**src/rtl/ptp_pkg.sv**
```systemverilog
// Shared definitions for the PTP slave timestamp-exchange sequencer:
// FSM state codes, PTP messageType constants and the default phase timeout.
package ptp_pkg;

   // Exchange FSM state codes (also exported on the state output)
   localparam logic [2:0] ST_IDLE      = 3'd0;
   localparam logic [2:0] ST_WAIT_FUP  = 3'd1;
   localparam logic [2:0] ST_TX_REQ    = 3'd2;
   localparam logic [2:0] ST_TX_WAIT   = 3'd3;
   localparam logic [2:0] ST_WAIT_RESP = 3'd4;
   localparam logic [2:0] ST_DONE      = 3'd5;

   // PTP messageType words as seen by the parser / frame builder
   localparam logic [15:0] MSG_SYNC       = 16'h8002;
   localparam logic [15:0] MSG_FOLLOW_UP  = 16'h8802;
   localparam logic [15:0] MSG_DELAY_RESP = 16'h8902;
   localparam logic [15:0] MSG_DELAY_REQ  = 16'h8102;

   // 100 ms at 250 MHz
   localparam int unsigned TIMEOUT_CYC_DEF = 25_000_000;

endpackage

```
**src/rtl/ptp_exchange_ctrl_if.sv**
```systemverilog
// Event, handshake and status bundle between the PTP parser / TX builder
// (master side) and the exchange sequencer (slave side).
interface ptp_exchange_ctrl_if;
   logic        enable;
   logic        sync_vld;
   logic        fup_vld;
   logic        resp_vld;
   logic [15:0] resp_seqid;
   logic        tx_ack;
   logic        tx_done;
   logic        tx_req;
   logic [15:0] seq_id;
   logic        cap_t2;
   logic        cap_t1;
   logic        cap_t3;
   logic        cap_t4;
   logic        calc_start;
   logic        busy;
   logic [2:0]  state;
   logic [7:0]  timeout_cnt;
   logic [7:0]  mismatch_cnt;

   modport master (
      output enable, sync_vld, fup_vld, resp_vld, resp_seqid, tx_ack, tx_done,
      input  tx_req, seq_id, cap_t2, cap_t1, cap_t3, cap_t4, calc_start,
             busy, state, timeout_cnt, mismatch_cnt
   );

   modport slave (
      input  enable, sync_vld, fup_vld, resp_vld, resp_seqid, tx_ack, tx_done,
      output tx_req, seq_id, cap_t2, cap_t1, cap_t3, cap_t4, calc_start,
             busy, state, timeout_cnt, mismatch_cnt
   );
endinterface

```
**src/rtl/ptp_timeout_cnt.sv**
```systemverilog
// Phase watchdog: up-counter cleared on phase entry, counting while the
// phase is active, flagging expire on the last allowed cycle.
module ptp_timeout_cnt #(
   parameter int unsigned TIMEOUT_CYC = 25_000_000,
   parameter int          TO_W        = 25
) (
   input  logic clk,
   input  logic rst,
   input  logic clr,
   input  logic en,
   output logic expire
);

   localparam logic [TO_W-1:0] LAST = TO_W'(TIMEOUT_CYC - 1);

   logic [TO_W-1:0] count;

   // Clear has priority; hold at the terminal value so it can never wrap
   always_ff @(posedge clk) begin
      if (rst || clr) begin
         count <= '0;
      end else if (en && !expire) begin
         count <= count + 1'b1;
      end
   end

   assign expire = en && (count == LAST);

endmodule

```
**src/rtl/ptp_exchange_ctrl.sv**
```systemverilog
// PTP slave exchange sequencer: walks Sync -> Follow_Up -> Delay_Req TX ->
// Delay_Resp, strobing t2/t1/t3/t4 captures and firing calc_start once a
// consistent set exists. All outputs are registered.
module ptp_exchange_ctrl
   import ptp_pkg::*;
#(
   parameter int unsigned TIMEOUT_CYC = TIMEOUT_CYC_DEF,
   parameter int          TO_W        = 25
) (
   input  logic                eth_rx_clk_250m,
   input  logic                rst,
   ptp_exchange_ctrl_if.slave  bus
);

   logic [2:0]  state_reg, state_nxt;
   logic [15:0] seq_reg;
   logic        tx_req_reg, busy_reg;
   logic        t2_reg, t1_reg, t3_reg, t4_reg, calc_reg;
   logic        t2_nxt, t1_nxt, t3_nxt, t4_nxt, calc_nxt;
   logic [7:0]  to_cnt_reg, mm_cnt_reg;
   logic        seq_inc, to_inc, mm_inc;
   logic        to_clr, to_en, to_expire;
   logic        resp_match;

   function automatic logic [7:0] sat_inc(input logic [7:0] v);
      return (v == 8'hFF) ? v : v + 8'd1;
   endfunction

   assign resp_match = bus.resp_vld && (bus.resp_seqid == seq_reg);
   assign to_en      = (state_reg == ST_WAIT_FUP) || (state_reg == ST_WAIT_RESP);

   ptp_timeout_cnt #(
      .TIMEOUT_CYC (TIMEOUT_CYC),
      .TO_W        (TO_W)
   ) u_timeout (
      .clk    (eth_rx_clk_250m),
      .rst    (rst),
      .clr    (to_clr),
      .en     (to_en),
      .expire (to_expire)
   );

   // Next-state and strobe decode; events always beat a coincident timeout
   always_comb begin
      state_nxt = state_reg;
      t2_nxt    = 1'b0;
      t1_nxt    = 1'b0;
      t3_nxt    = 1'b0;
      t4_nxt    = 1'b0;
      calc_nxt  = 1'b0;
      seq_inc   = 1'b0;
      to_inc    = 1'b0;
      mm_inc    = 1'b0;
      to_clr    = 1'b0;
      case (state_reg)
         ST_IDLE: begin
            if (bus.sync_vld && bus.enable) begin
               state_nxt = ST_WAIT_FUP;
               t2_nxt    = 1'b1;
               to_clr    = 1'b1;
            end
         end
         ST_WAIT_FUP: begin
            if (!bus.enable) begin
               state_nxt = ST_IDLE;
            end else if (bus.sync_vld) begin
               // A newer Sync supersedes the pending one, even alongside a Follow_Up
               t2_nxt = 1'b1;
               to_clr = 1'b1;
            end else if (bus.fup_vld) begin
               state_nxt = ST_TX_REQ;
               t1_nxt    = 1'b1;
               seq_inc   = 1'b1;
            end else if (to_expire) begin
               state_nxt = ST_IDLE;
               to_inc    = 1'b1;
            end
         end
         ST_TX_REQ: begin
            // tx_req is already high for the whole of this state
            if (bus.tx_ack && tx_req_reg) begin
               state_nxt = ST_TX_WAIT;
               t3_nxt    = 1'b1;
            end
         end
         ST_TX_WAIT: begin
            if (bus.tx_done) begin
               state_nxt = ST_WAIT_RESP;
               to_clr    = 1'b1;
            end
         end
         ST_WAIT_RESP: begin
            if (!bus.enable) begin
               state_nxt = ST_IDLE;
            end else begin
               mm_inc = bus.resp_vld && !resp_match;
               if (resp_match) begin
                  state_nxt = ST_DONE;
                  t4_nxt    = 1'b1;
               end else if (bus.sync_vld) begin
                  state_nxt = ST_WAIT_FUP;
                  t2_nxt    = 1'b1;
                  to_clr    = 1'b1;
               end else if (to_expire) begin
                  state_nxt = ST_IDLE;
                  to_inc    = 1'b1;
               end
            end
         end
         ST_DONE: begin
            state_nxt = ST_IDLE;
            calc_nxt  = 1'b1;
         end
         default: state_nxt = ST_IDLE;
      endcase
   end

   // State, request and busy registers; tx_req mirrors residency in TX_REQ
   always_ff @(posedge eth_rx_clk_250m) begin
      if (rst) begin
         state_reg  <= ST_IDLE;
         tx_req_reg <= 1'b0;
         busy_reg   <= 1'b0;
      end else begin
         state_reg  <= state_nxt;
         tx_req_reg <= (state_nxt == ST_TX_REQ);
         busy_reg   <= (state_nxt != ST_IDLE);
      end
   end

   // One-cycle capture and calc strobes
   always_ff @(posedge eth_rx_clk_250m) begin
      if (rst) begin
         t2_reg   <= 1'b0;
         t1_reg   <= 1'b0;
         t3_reg   <= 1'b0;
         t4_reg   <= 1'b0;
         calc_reg <= 1'b0;
      end else begin
         t2_reg   <= t2_nxt;
         t1_reg   <= t1_nxt;
         t3_reg   <= t3_nxt;
         t4_reg   <= t4_nxt;
         calc_reg <= calc_nxt;
      end
   end

   // Delay_Req sequenceId (wraps naturally) and saturating event counters
   always_ff @(posedge eth_rx_clk_250m) begin
      if (rst) begin
         seq_reg    <= 16'h0000;
         to_cnt_reg <= 8'd0;
         mm_cnt_reg <= 8'd0;
      end else begin
         if (seq_inc) seq_reg    <= seq_reg + 16'd1;
         if (to_inc)  to_cnt_reg <= sat_inc(to_cnt_reg);
         if (mm_inc)  mm_cnt_reg <= sat_inc(mm_cnt_reg);
      end
   end

   assign bus.tx_req       = tx_req_reg;
   assign bus.seq_id       = seq_reg;
   assign bus.cap_t2       = t2_reg;
   assign bus.cap_t1       = t1_reg;
   assign bus.cap_t3       = t3_reg;
   assign bus.cap_t4       = t4_reg;
   assign bus.calc_start   = calc_reg;
   assign bus.busy         = busy_reg;
   assign bus.state        = state_reg;
   assign bus.timeout_cnt  = to_cnt_reg;
   assign bus.mismatch_cnt = mm_cnt_reg;

endmodule

```
**src/flat_wrapper.sv**
```systemverilog
// flat-port wrapper written by rule: the top's interface ports become plain ports
module ptp_exchange_ctrl_flat import ptp_pkg::*;
#(
   parameter int unsigned TIMEOUT_CYC = TIMEOUT_CYC_DEF,
   parameter int          TO_W        = 25
)
  (eth_rx_clk_250m, rst, bus_enable, bus_sync_vld, bus_fup_vld, bus_resp_vld, bus_resp_seqid, bus_tx_ack, bus_tx_done, bus_tx_req, bus_seq_id, bus_cap_t2, bus_cap_t1, bus_cap_t3, bus_cap_t4, bus_calc_start, bus_busy, bus_state, bus_timeout_cnt, bus_mismatch_cnt);
  ptp_exchange_ctrl_if bus_i ();
  input  logic eth_rx_clk_250m;
  input  logic rst;
  input wire logic [$bits(bus_i.enable)-1:0] bus_enable;
  input wire logic [$bits(bus_i.sync_vld)-1:0] bus_sync_vld;
  input wire logic [$bits(bus_i.fup_vld)-1:0] bus_fup_vld;
  input wire logic [$bits(bus_i.resp_vld)-1:0] bus_resp_vld;
  input wire logic [$bits(bus_i.resp_seqid)-1:0] bus_resp_seqid;
  input wire logic [$bits(bus_i.tx_ack)-1:0] bus_tx_ack;
  input wire logic [$bits(bus_i.tx_done)-1:0] bus_tx_done;
  output wire logic [$bits(bus_i.tx_req)-1:0] bus_tx_req;
  output wire logic [$bits(bus_i.seq_id)-1:0] bus_seq_id;
  output wire logic [$bits(bus_i.cap_t2)-1:0] bus_cap_t2;
  output wire logic [$bits(bus_i.cap_t1)-1:0] bus_cap_t1;
  output wire logic [$bits(bus_i.cap_t3)-1:0] bus_cap_t3;
  output wire logic [$bits(bus_i.cap_t4)-1:0] bus_cap_t4;
  output wire logic [$bits(bus_i.calc_start)-1:0] bus_calc_start;
  output wire logic [$bits(bus_i.busy)-1:0] bus_busy;
  output wire logic [$bits(bus_i.state)-1:0] bus_state;
  output wire logic [$bits(bus_i.timeout_cnt)-1:0] bus_timeout_cnt;
  output wire logic [$bits(bus_i.mismatch_cnt)-1:0] bus_mismatch_cnt;
  assign bus_i.enable = bus_enable;
  assign bus_i.sync_vld = bus_sync_vld;
  assign bus_i.fup_vld = bus_fup_vld;
  assign bus_i.resp_vld = bus_resp_vld;
  assign bus_i.resp_seqid = bus_resp_seqid;
  assign bus_i.tx_ack = bus_tx_ack;
  assign bus_i.tx_done = bus_tx_done;
  assign bus_tx_req = bus_i.tx_req;
  assign bus_seq_id = bus_i.seq_id;
  assign bus_cap_t2 = bus_i.cap_t2;
  assign bus_cap_t1 = bus_i.cap_t1;
  assign bus_cap_t3 = bus_i.cap_t3;
  assign bus_cap_t4 = bus_i.cap_t4;
  assign bus_calc_start = bus_i.calc_start;
  assign bus_busy = bus_i.busy;
  assign bus_state = bus_i.state;
  assign bus_timeout_cnt = bus_i.timeout_cnt;
  assign bus_mismatch_cnt = bus_i.mismatch_cnt;
  ptp_exchange_ctrl #(.TIMEOUT_CYC(TIMEOUT_CYC), .TO_W(TO_W)) u_core (.eth_rx_clk_250m(eth_rx_clk_250m), .rst(rst), .bus(bus_i));
endmodule
```
**config.mk**
```make
export PLATFORM = sky130hd
export DESIGN_NAME = ptp_exchange_ctrl_flat
export DESIGN_NICKNAME = d
export VERILOG_FILES = /design/src/rtl/ptp_pkg.sv /design/src/rtl/ptp_exchange_ctrl_if.sv /design/src/rtl/ptp_timeout_cnt.sv /design/src/rtl/ptp_exchange_ctrl.sv /design/src/flat_wrapper.sv
export SDC_FILE = /design/constraint.sdc
export NUM_CORES = 1
export LEC_CHECK = 0
export ABC_AREA = 1
export CAP_MARGIN = 10
export CELL_PAD_IN_SITES_DETAIL_PLACEMENT = 1
export CELL_PAD_IN_SITES_GLOBAL_PLACEMENT = 2
export CORE_MARGIN = 5
export CORE_UTILIZATION = 31
export CTS_CLUSTER_SIZE = 8
export DETAILED_ROUTE_END_ITERATION = 16
export GPL_TIMING_DRIVEN = 0
export PLACE_DENSITY = 0.84
export SLEW_MARGIN = 25
export SYNTH_ARGS = -nofsm -noshare
export SYNTH_HDL_FRONTEND = slang
export SYNTH_HIERARCHICAL = 1
export SYNTH_SLANG_ARGS = --single-unit
```
**constraint.sdc**
```tcl
create_clock -name eth_rx_clk_250m -period 4 [get_ports eth_rx_clk_250m]
set_clock_uncertainty 0.1 [all_clocks]
set_input_delay 1 -clock eth_rx_clk_250m [delete_from_list [all_inputs] [get_ports eth_rx_clk_250m]]
set_output_delay 1 -clock eth_rx_clk_250m [all_outputs]
set_load 0.03 [all_outputs]
```
## Word level (Yosys, flattened, before mapping)

Index checks and enable logic that the tools add are counted.

| word-level totals | value |
|---|---|
| input port bits | 24 |
| bits in registers | 67 |
| memories kept | 0 |
| output and inout port bits | 42 |
| ROM bits | 0 |
| word-level logic and storage cells | 83 |
| bits in writable memories | 0 |
| bits in latches | 0 |

| cells by class | value |
|---|---|
| eq/ne operators | 10 |
| reduce and logical (&&, ||, !) cells | 16 |
| shifts and indexed selects | 0 |
| add/sub/neg operators | 4 |
| multiply operators | 0 |
| $lt $le $gt $ge | 0 |
| multiplexer cells | 36 |
| bitwise logic cells | 5 |
| divide/modulo/power cells | 0 |

Operators with widths:

| kind | number |
|---|---|
| 3-bit two-way mux | 10 |
| 25-bit by 1-bit adder with 25-bit output (second input constant) | 1 |
| 25-bit == test (second input constant) | 1 |
| 1-bit two-way mux | 22 |
| 16-bit by 1-bit adder with 16-bit output (second input constant) | 1 |
| 8-bit by 1-bit adder with 8-bit output (second input constant) | 2 |
| 16-bit == test | 1 |
| 8-bit == test (second input constant) | 2 |
| 3-bit case mux with 5 select lines | 1 |
| 3-bit by 2-bit == test with 1-bit output (second input constant) | 3 |
| 3-bit == test (second input constant) | 2 |
| 1-bit logical AND | 6 |
| 1-bit inverter | 5 |
| 1-bit case mux with 4 select lines | 1 |
| 2-bit AND reduction | 2 |
| 3-bit by 1-bit == test with 1-bit output (second input constant) | 1 |
| 3-bit logical NOT | 1 |
| 1-bit case mux with 3 select lines | 1 |
| 3-bit nonzero test | 1 |
| 3-bit OR reduction | 1 |
| 1-bit logical NOT | 2 |
| 1-bit logical OR | 2 |
| 1-bit case mux with 2 select lines | 1 |
| 2-bit OR reduction | 1 |

## Longest topological paths before layout

| depth | value |
|---|---|
| depth after elaboration | 9 |
| mapped depth | 14 |
| mapped depth without buffers | 14 |

## Hierarchy

Netlist, hierarchy kept.

Modules (own cells, without submodules):

| module | sequential area each (um^2) | instances | cells each | area each (um^2) |
|---|---|---|---|---|
| ptp_exchange_ctrl | 840.8 | 1 | 353 | 2324.7 |
| ptp_timeout_cnt | 500.5 | 1 | 241 | 1514.0 |

## Worst setup path after synthesis

OpenSTA, ideal clock, no wires.

| timing | value |
|---|---|
| path type | input -> register |
| start point | input port bus_resp_seqid[5] |
| end point | register u_core.u_timeout.count[2] |
| required time | 3.836 ns |
| stages | 11 |
| data arrival time | 2.497 ns |
| library setup time | 0.064 ns |
| setup slack | 1.339 ns |
| cell sequence | xor2_1 nor2_1 nand2_1 nor2_2 nand3_1 a21oi_1 o21ai_0 nor2_1 clkbuf_1 nand2_1 nor2_1 |

| between the ends | value |
|---|---|
| longest elaborated chain between the ends | 6 |

RTL lines:

| what | line | RTL |
|---|---|---|
| start, declared | flat_wrapper.sv:15 | `input wire logic [$bits(bus_i.resp_seqid)-1:0] bus_resp_seqid;` |
| 16-bit == test | ptp_exchange_ctrl.sv:29 | `assign resp_match = bus.resp_vld && (bus.resp_seqid == seq_reg);` |
| 1-bit logical AND | ptp_exchange_ctrl.sv:29 |  |
| 1-bit two-way mux | ptp_exchange_ctrl.sv:97 | `if (resp_match) begin` |
| 1-bit two-way mux | ptp_exchange_ctrl.sv:93 | `if (!bus.enable) begin` |
| 1-bit case mux with 4 select lines | ptp_exchange_ctrl.sv:55 | `case (state_reg)` |
| net u_core.to_clr | ptp_exchange_ctrl.sv:22 | `logic to_clr, to_en, to_expire;` |
| 1-bit logical OR | ptp_timeout_cnt.sv:20 | `if (rst \|\| clr) begin` |
| end signal, assigned | ptp_timeout_cnt.sv:23 | `count <= count + 1'b1;` |
| end, declared | ptp_timeout_cnt.sv:16 | `logic [TO_W-1:0] count;` |

The timed path passes the listed nets, and every way through them passes these cells.
A chain may end at the register's enable or synchronous reset.

## Worst setup path in the final report

| timing | value |
|---|---|
| start point | input port bus_resp_seqid[2] |
| end point | register u_core.u_timeout.count[11] |

Same word-level chain as after synthesis.

==> metrics.log <==
INFO  metric max-cap-violations = 0
INFO  metric placeable_area = roughly 12,000 sq um
INFO  metric tritoncts = built
INFO  metric arrival = about 3.8 ns
INFO  metric number_of_cts_inserted_buffers = 9
INFO  metric postRouteAntennaNets = 0
INFO  metric post-route-min-period = between 3 and 4 ns
INFO  metric place_worst_setup_slack = -0.02748 ns
INFO  metric dpl.cell_count = between 800 and 900
INFO  metric vias = ~4k
INFO  metric floorplan.initialDensity = a little under a third
INFO  metric power_density = 305.5 nW/um^2
INFO  metric first_pass_grt_wire_length = 20,930 microns
INFO  metric drt-total-wl = around 12,000 microns
INFO  metric cts-root-to-sink-buffers = 2
INFO  metric die_w = about 120 microns
INFO  metric later_pin_clock_latency_in_the_skew_report = between 0.3 and 0.4 ns
INFO  metric setup_ws = roughly 0.36 ns
INFO  metric first_global_vias = slightly above 4k
INFO  metric design.portCount = 66
INFO  metric synth-async-reset-ratio = 0%
INFO  metric synth_nets = 622
INFO  metric final-hold-violation-count = 0
INFO  metric die_height = 121.3 microns
INFO  metric worstReg2RegEnd = u_core/u_timeout/count[11]$_SDFFE_PP0P_
INFO  metric synth-seq-cells = between 60 and 70
INFO  metric grt_max_degree = 12
INFO  metric wire_per_inst = roughly 15 microns
INFO  metric ys_seq_area_share = a little over a third
INFO  metric peak_supply_drop = about 0.15 mV
INFO  metric synthDistinctLibCells = 35
INFO  metric port-buffer-count = 65
INFO  metric cts_resized = 0
INFO  metric layout_common_cells = sky130_fd_sc_hd__nand2_1, sky130_fd_sc_hd__nor2_1, sky130_fd_sc_hd__dfxtp_1, sky130_fd_sc_hd__clkdlybuf4s50_1, sky130_fd_sc_hd__inv_1
INFO  metric cp_data_required_time = around 4.2 ns
INFO  metric drt_iter0_drc = 157
INFO  metric instances_no_fill = around 840
INFO  metric r2r_cells = 13
INFO  metric cts_hold_buf = 0
INFO  metric synth.yosys.warnings = 6
INFO  metric die_outline_area = between 10,000 and 15,000 sq um
INFO  metric largest_register_ffs = 25
INFO  metric ant_cells = 0
INFO  metric finalNetCount = about 700
INFO  metric tightestPinTransition = between 0.6 and 0.7 ns
INFO  metric timing.hold.worst_path_depth = 2
INFO  metric cts_setup_buffers = 0
INFO  metric hold-path-endpoint = u_core/u_timeout/count[1]$_SDFFE_PP0P_
INFO  metric worst_slew_margin_rel = a little over half
INFO  metric dp_hpwl = 9755 microns
INFO  metric filler_cell_count = 1,596
INFO  metric rows = 40
INFO  metric layout_commonest_cell = sky130_fd_sc_hd__nand2_1
INFO  metric register_area = between 1000 and 1500 sq um
INFO  metric globalRouteTotalUtil = between 10% and 20%
INFO  metric min-delay-start = u_core/u_timeout/count[1]$_SDFFE_PP0P_
INFO  metric grt_antenna_before_repair = 0
INFO  metric syn-cell-area = ~3800 sq um
INFO  metric utilization_of_the_core_after_routing = about two fifths
INFO  metric holdCritPathClass = flip-flop to flip-flop
INFO  metric timing.reg2reg.setup_slack = 0.96 ns
INFO  metric setup_viol_count_final = 0
INFO  metric achievable-frequency = ~270 MHz
INFO  metric status = completed
INFO  metric area_delta_synth_final = 29.73%
INFO  metric registers.top_by_ff_count = u_core/u_timeout/count
INFO  metric slew_violations = 0
INFO  metric remaining_drc_errors = 0
INFO  metric clk_pin_slew = about 0.06 ns
INFO  metric globalplace.congestion = just over 0.8
INFO  metric regToRegStartpoint = u_core/bus.seq_id[3]$_SDFFE_PP0P_
INFO  metric synth_enable_flop_cells = 0
INFO  metric setup.worst_path.class = input pin to flip-flop
INFO  metric cp-end-kind = flip-flop
INFO  metric numClockSinks = 67
INFO  metric global_route.overflow_total = 0
INFO  metric detail_route.vias_per_cell = 4.734
INFO  metric rsz0062_at_grt = no
INFO  metric synth_area_per_cell = around 6.5 sq um
INFO  metric finalCritPeriodShare = about nine tenths
INFO  metric setup.worst_path.start_class = input pin
INFO  metric timing.critical_path.fanout_max = 9
INFO  metric ctsHtreeMaxLevel = 3
INFO  metric drt_pre_antenna_iters = 4
INFO  metric layout-drive-gt1-share = under 10%
INFO  metric multiInputGateArea = between 2000 and 2500 sq um
INFO  metric postSynthCellCount = between 500 and 600
INFO  metric clock-root-buffer = sky130_fd_sc_hd__clkbuf_16
INFO  metric synth_top_flop_cell = sky130_fd_sc_hd__dfxtp_1
INFO  metric power.leakage = ~1.9 nW
cells by family after synthesis:
kind of cell | synth area share [%]
simple gates | 41.33
compound gates | 9.648
buf+inv | 8.670
flops | 34.94
xor+xnor | 4.107
fa+ha+maj | 1.304
critical path: stages:
cell,delay (ns)
sky130_fd_sc_hd__clkdlybuf4s50_1,0.47
sky130_fd_sc_hd__inv_1,0.04
sky130_fd_sc_hd__nand2_1,0.05
sky130_fd_sc_hd__nand2_1,0.05
sky130_fd_sc_hd__nor2_1,0.10
sky130_fd_sc_hd__nand2_1,0.11
sky130_fd_sc_hd__nor2_2,0.19
sky130_fd_sc_hd__nand3_1,0.13
sky130_fd_sc_hd__a21oi_1,0.23
sky130_fd_sc_hd__o21ai_0,0.15
sky130_fd_sc_hd__nor2_1,0.56
sky130_fd_sc_hd__inv_1,0.36
sky130_fd_sc_hd__a21oi_1,0.24
sky130_fd_sc_hd__o21a_1,0.15
worst max-delay path by stage:
stage | start | to | slack, ns
floorplan | bus_resp_seqid[5] | u_core/u_timeout/count[2]$_SDFFE_PP0P_ | 1.34
global placement | bus_resp_seqid[4] | u_core/u_timeout/count[2]$_SDFFE_PP0P_ | 0.02
detailed placement | bus_resp_seqid[2] | u_core/u_timeout/count[20]$_SDFFE_PP0P_ | -0.03
CTS | bus_resp_seqid[2] | u_core/u_timeout/count[20]$_SDFFE_PP0P_ | 0.33
global route | bus_resp_seqid[7] | u_core/u_timeout/count[20]$_SDFFE_PP0P_ | 0.008
finish | bus_resp_seqid[2] | u_core/u_timeout/count[11]$_SDFFE_PP0P_ | 0.36
through the flow:
step	setup TNS [ns]	hold slack, ns	cell area (sq um)	total power, mW
global route	0	0.4112	4980	1.591
finish	0	0.3870	4980	1.521
detailed placement	-0.1304	0.3820	4700	0.7901
floorplan	0	0.3562	3839	0.7386
global placement	0	0.3749	4700	0.7869
CTS	0	0.3897	4980	1.550
Yosys cell counts, types with 3 or more instances:
master	n	share of area [%]
sky130_fd_sc_hd__a21oi_1	47	6.1
sky130_fd_sc_hd__clkbuf_1	4	0.39
sky130_fd_sc_hd__dfxtp_1	67	35
sky130_fd_sc_hd__ha_1	4	1.3
sky130_fd_sc_hd__inv_1	65	6.4
sky130_fd_sc_hd__inv_2	16	1.6
sky130_fd_sc_hd__nand2_1	148	14
sky130_fd_sc_hd__nand2_2	6	0.98
sky130_fd_sc_hd__nand3_1	34	4.4
sky130_fd_sc_hd__nand3b_1	4	0.78
sky130_fd_sc_hd__nand4_1	17	2.8
sky130_fd_sc_hd__nor2_1	86	8.4
sky130_fd_sc_hd__nor2_2	13	2.1
sky130_fd_sc_hd__nor2_4	3	0.88
sky130_fd_sc_hd__nor3_1	18	2.3
sky130_fd_sc_hd__nor4_1	4	0.65
sky130_fd_sc_hd__o21ai_0	19	2.5
sky130_fd_sc_hd__xnor2_1	5	1.1
sky130_fd_sc_hd__xor2_1	13	3.0
power breakdown:
group	leakage (nW)	switching (mW)	internal [mW]	total, mW
Sequential	0.540	0.00348	0.671	0.674
Clock	0.141	0.299	0.448	0.747
Combinational	1.24	0.0580	0.0414	0.0994
Total	1.92	0.360	1.16	1.52
area by class of cell:
cell class	instances	share of cell area (%)
Clock inverter	5	0.5528
Multi-Input combinational cell	439	43.47
Timing Repair Buffer	65	13.07
Clock buffer	11	5.075
Tap cell	168	4.221
Buffer	6	0.5025
Inverter	82	6.181
Sequential cell	67	26.93
per-layer routing:
layer / global-route usage (%) / routed length, microns / vias up
met5: 0 / 0 / -
met4: 5.462 / 171 / 0
met3: 4.289 / 420 / 11
met2: 28.53 / 5791 / 53
met1: 23.53 / 5961 / 1867
li1: - / - / 2060
(Power assumes the default switching activity.)
